<file path="config.mk">
export PLATFORM = sky130hd
export DESIGN_NAME = serial_shift_unit
export DESIGN_NICKNAME = d
export VERILOG_FILES = /design/src/rtl/shift_pkg.sv /design/src/rtl/shift_step.sv /design/src/rtl/serial_shift_unit.sv
export SDC_FILE = /design/constraint.sdc
export NUM_CORES = 1
export LEC_CHECK = 0
export CAP_MARGIN = 25
export CORE_ASPECT_RATIO = 1.5
export CORE_MARGIN = 5
export CORE_UTILIZATION = 35
export DETAILED_ROUTE_END_ITERATION = 10
export PLACE_DENSITY_LB_ADDON = 0.05
export SYNTH_ARGS = -nofsm -noshare
export SYNTH_HDL_FRONTEND = slang
export SYNTH_SLANG_ARGS = --single-unit
</file>
<file path="constraint.sdc">
create_clock -name clock -period 2.1 [get_ports clock]
set_input_delay 0.21 -clock clock [delete_from_list [all_inputs] [get_ports clock]]
set_output_delay 0.21 -clock clock [all_outputs]
set_load 0.01 [all_outputs]
</file>
<file path="src/rtl/shift_pkg.sv">
// -----------------------------------------------------------------------------
// shift_pkg
// Shared definitions for the serial shift unit: default widths, operation
// codes (shifts and rotates), the control FSM state encoding and a helper
// that tells whether an op code performs a bit step at all.
// No ports (package).
// -----------------------------------------------------------------------------
package shift_pkg;

  localparam int WIDTH_DEF = 32;
  localparam int AMT_W_DEF = 5;

  typedef enum logic [2:0] {
    OP_SLL = 3'b000,
    OP_SLA = 3'b001,
    OP_SRL = 3'b010,
    OP_SRA = 3'b011,
    OP_ROL = 3'b100,
    OP_ROR = 3'b101
  } shift_op_e;

  typedef enum logic [1:0] {
    ST_IDLE = 2'b00,
    ST_BUSY = 2'b01,
    ST_DONE = 2'b10
  } state_e;

  // Codes 110/111 have no step rule; the operand passes through untouched.
  function automatic logic op_is_defined(input logic [2:0] op);
    return (op <= 3'b101);
  endfunction

endpackage

</file>
<file path="src/rtl/shift_step.sv">
// -----------------------------------------------------------------------------
// shift_step
// Combinational single-bit step of a shift or rotate.
// Ports:
//   op     in  [2:0]        operation code (shift_pkg::shift_op_e values)
//   value  in  [WIDTH-1:0]  current working value (signed)
//   result out [WIDTH-1:0]  value after one 1-bit step (signed)
// -----------------------------------------------------------------------------
module shift_step
  import shift_pkg::*;
#(
  parameter int WIDTH = WIDTH_DEF
) (
  input  logic        [2:0]       op,
  input  logic signed [WIDTH-1:0] value,
  output logic signed [WIDTH-1:0] result
);

  always_comb begin
    result = value;
    case (op)
      OP_SLL, OP_SLA: result = {value[WIDTH-2:0], 1'b0};
      OP_SRL:         result = {1'b0, value[WIDTH-1:1]};
      OP_SRA:         result = {value[WIDTH-1], value[WIDTH-1:1]};
      OP_ROL:         result = {value[WIDTH-2:0], value[WIDTH-1]};
      OP_ROR:         result = {value[0], value[WIDTH-1:1]};
      default:        result = value;
    endcase
  end

endmodule

</file>
<file path="src/rtl/serial_shift_unit.sv">
// -----------------------------------------------------------------------------
// serial_shift_unit
// Bit-serial shifter/rotator: accepts one request, steps the operand one bit
// per enabled clock, then presents the result until the consumer takes it.
// Ports:
//   clock      in   rising-edge clock
//   reset      in   asynchronous, active-low reset
//   enable     in   freezes all state when low
//   in_valid   in   request present
//   in_ready   out  unit can accept (IDLE and enable high)
//   in_data    in   [WIDTH-1:0] signed operand
//   in_amount  in   [AMT_W-1:0] distance 0..WIDTH-1
//   in_op      in   [2:0] operation code
//   out_valid  out  result present (DONE)
//   out_ready  in   consumer accepts result
//   out_data   out  [WIDTH-1:0] signed result
// -----------------------------------------------------------------------------
module serial_shift_unit
  import shift_pkg::*;
#(
  parameter int WIDTH = WIDTH_DEF,
  parameter int AMT_W = AMT_W_DEF
) (
  input  logic                    clock,
  input  logic                    reset,
  input  logic                    enable,
  input  logic                    in_valid,
  output logic                    in_ready,
  input  logic signed [WIDTH-1:0] in_data,
  input  logic        [AMT_W-1:0] in_amount,
  input  logic        [2:0]       in_op,
  output logic                    out_valid,
  input  logic                    out_ready,
  output logic signed [WIDTH-1:0] out_data
);

  state_e                  state;
  logic signed [WIDTH-1:0] work;
  logic        [AMT_W-1:0] count;
  logic        [2:0]       op;
  logic signed [WIDTH-1:0] stepped;

  shift_step #(
    .WIDTH (WIDTH)
  ) u_step (
    .op     (op),
    .value  (work),
    .result (stepped)
  );

  assign in_ready  = (state == ST_IDLE) && enable;
  assign out_valid = (state == ST_DONE);
  assign out_data  = work;

  always_ff @(posedge clock or negedge reset) begin
    if (!reset) begin
      state <= ST_IDLE;
      work  <= '0;
      count <= '0;
      op    <= OP_SLL;
    end else if (enable) begin
      case (state)
        ST_IDLE: begin
          if (in_valid) begin
            work  <= in_data;
            count <= in_amount;
            op    <= in_op;
            // Nothing to step: result is the operand itself, one clock later.
            if ((in_amount == '0) || !op_is_defined(in_op))
              state <= ST_DONE;
            else
              state <= ST_BUSY;
          end
        end
        ST_BUSY: begin
          work  <= stepped;
          count <= count - AMT_W'(1);
          if (count == AMT_W'(1))
            state <= ST_DONE;
        end
        ST_DONE: begin
          if (out_ready)
            state <= ST_IDLE;
        end
        default: state <= ST_IDLE;
      endcase
    end
  end

endmodule

</file>
==> results of run 1 <==
==> per-layer routing <==
layer,share of wire,track usage,up-vias
li1,-,-,1411
met1,0.44,0.2056,1379
met2,0.50,0.2584,55
met3,0.048,0.02985,5
met4,0.0085,0.04336,0
met5,0,0,-
==> path summary, 6_finish.rpt <==
| check | start | endpoint | slack (ns) | depth (start not counted) |
|---|---|---|---|---|
| setup / recovery | state[1] | in_ready | 0.22 | 3 |
| hold / removal | reset | out_data[24] | 0.43 | 2 |
| setup reg to reg | op[1] | out_data[5] | 0.27 | 5 |
| hold reg to reg | count[2] | count[2] | 0.54 | 1 |
| max in group asynchronous | reset | op[1] | 1.15 | 3 |
| min in group clock | in_data[31] | out_data[31] | 0.53 | 3 |
==> power by group <==
part	total (mW)	internal, mW	switching (mW)
Combinational	4.17	2.15	2.02
Clock	0.764	0.443	0.321
Sequential	1.92	1.22	0.701
==> synth_stat cells <==
cell / n / area share
nand2b_1: 2 / 0.0039
buf_6: 4 / 0.014
o21ai_1: 1 / 0.0016
o31ai_2: 28 / 0.11
clkbuf_1: 13 / 0.015
a311o_1: 1 / 0.0031
o31ai_1: 2 / 0.0047
mux2_2: 27 / 0.095
and3_1: 1 / 0.0020
mux2_1: 8 / 0.028
o21ai_0: 35 / 0.055
o22ai_1: 4 / 0.0078
nor3b_1: 2 / 0.0047
a21oi_1: 39 / 0.061
inv_1: 4 / 0.0047
nor3_1: 2 / 0.0031
nor2_1: 38 / 0.045
o22a_1: 1 / 0.0027
a221o_1: 1 / 0.0031
clkbuf_4: 1 / 0.0024
a311oi_1: 1 / 0.0027
mux2i_1: 31 / 0.097
or3_1: 1 / 0.0020
buf_4: 2 / 0.0047
a22oi_1: 1 / 0.0024
a211oi_1: 1 / 0.0024
nand2b_4: 1 / 0.0043
a31o_2: 1 / 0.0027
o211ai_1: 2 / 0.0047
dfrtp_1: 42 / 0.33
ha_1: 2 / 0.0078
a211o_1: 1 / 0.0027
buf_2: 10 / 0.016
nor2b_1: 4 / 0.0078
nand2_1: 34 / 0.040
a2bb2oi_1: 1 / 0.0027
nand3_1: 2 / 0.0031
==> area by class of cell <==
cell class	count	area [sq um]
timing repair buffer	89	910.9
clock buffer	8	136.4
tap	110	137.6
fill	881	4661
sequential	42	1054
inverter	4	15.01
multi-input combinational	275	1967
==> per-stage QoR <==
stage                     std cells  worst slack (ns)  power (mW)
after floorplan                 351            0.6256       4.740
after global routing            528            0.1598       7.459
final                           528            0.2201       6.855
after global placement          519            0.2791       6.075
after CTS                       528            0.1896       6.957
after detailed placement        519            0.2254       6.155
==> cell families after synthesis <==
group                    share of synthesized area
AO/OA/AOI/OAI                               0.2694
adder cells (fa/ha/maj)                   0.007842
buffers and inverters                      0.05686
flip-flops                                  0.3294
multiplexers                                0.2208
AND/OR/NAND/NOR                             0.1157
==> worst max-delay path: stages, from the launching register on <==
cell	delay, ns
dfrtp_1	0.48
nand2b_4	0.20
nor2_1	0.14
clkdlybuf4s50_1	0.56
==> state kept, by name (all words and copies together), names as in the netlist <==
signal    cells
out_data     32
op            3
state         2
count         5
==> timing repair <==
action | in CTS | in global routing
hold endpoints to repair | 19 | 0
hold buffers | 1 | 0
gates resized for setup | 0 | 0
==> reports/results.ini, run 1 <==
[outcome]
status = completed

[floorplanning]
die_h_um = 126.9
row_count = 42
die_area_sq_mm = 0.01116
initial_core_util = 0.3593
pin_count = 79
core_area_sq_mm = 0.008881
die_x_um = 87.96

[timing]
fin_crit_sh = 0.8952
min_period_ns = 1.880
finClkSkew_ns = 0.002227
fin_setup_tns_ns = 0
drv_slew = 0
setup_viol = 0
fmax_mhz = 531.9
hold_viol_final = 0
slew_headroom = 0.6596
hold-worst-slack_ns = 0.4253
rsz0062_at_grt = false
worst_pin_slew_ns = 0.5106

[clock_network]
clock_latency_ns = 0.28
cts_buffers = 5
cts_tree = done
cts.sinks = 42
htreeDepth = 2
root_buffer = clkbuf_16
cts_setup_buffers = 0
cts.clk_slew.worst_paths_ns = 0.06
cts_buffer_depth = 2

[cells_and_area]
nNetsFinal = 464
final_common_cell = clkdlybuf4s50_1
antenna_cells = 0
finish.instance_area_sq_mm = 0.004220
area_growth_syn_to_layout_pct = 32.27
drive_gt1_frac = 0.1842
final_cell_mix = clkdlybuf4s50_1 (77), dfrtp_1 (40), a21oi_1 (39), nor2_1 (38), o21ai_0 (35)
fin_util = 0.4752

[route]
wl_per_cell_um = 16.20
firstDrtPassIters = 4
drt_iter0_markers = 118
routed_via_density = 5.398
vias = 2850
ant_nets = 0
totalWireLength_um = 8552
drc = 0

[global_route]
grt_max_degree = 70
grt_pass1_wl_um = 14160
antenna_found_initial = 0
grt_use_total = 0.1562
overflow = 0
grt_pass1_vias = 2777

[placement]
hpwl_um = 5777
portBuffers = 78
gp_congestion = 0.8091
place_area_sq_mm = 0.004074

[synth]
syn-num-nets = 398
syn_inst = 351
synth-seq-cells = 42
ys_seq_area_frac = 0.3294
synth_warnings = 0
synth.distinct_cells = 37
avgSynthCellArea_sq_um = 9.090
synth_area_sq_mm = 0.003191

[critical_path]
cp.required_ns = 1.89
start_kind = flop
path_class = reg2out
critPathArrivalTime_ns = 1.67
crit_fanout = 8
cp-end-kind = output port

[power]
powerDensity_mw_per_mm2 = 1624
vdd_drop_max_uv = 618.9
leakage_nw = 1.734

[worst_hold_path]
min_path_type = in2async

[job]
maxCapViolations = 0

Power figures use the tool's default switching activity.
==> run 2: changes to the inputs <==
--- a/config.mk
+++ b/config.mk
@@ -11,6 +11,7 @@
 export CORE_UTILIZATION = 35
 export DETAILED_ROUTE_END_ITERATION = 10
 export PLACE_DENSITY_LB_ADDON = 0.05
+export SKIP_CTS_REPAIR_TIMING = 1
 export SYNTH_ARGS = -nofsm -noshare
 export SYNTH_HDL_FRONTEND = slang
 export SYNTH_SLANG_ARGS = --single-unit
==> results of run 2 <==
Final layout, timing and power as in run 1 (identical DEF).
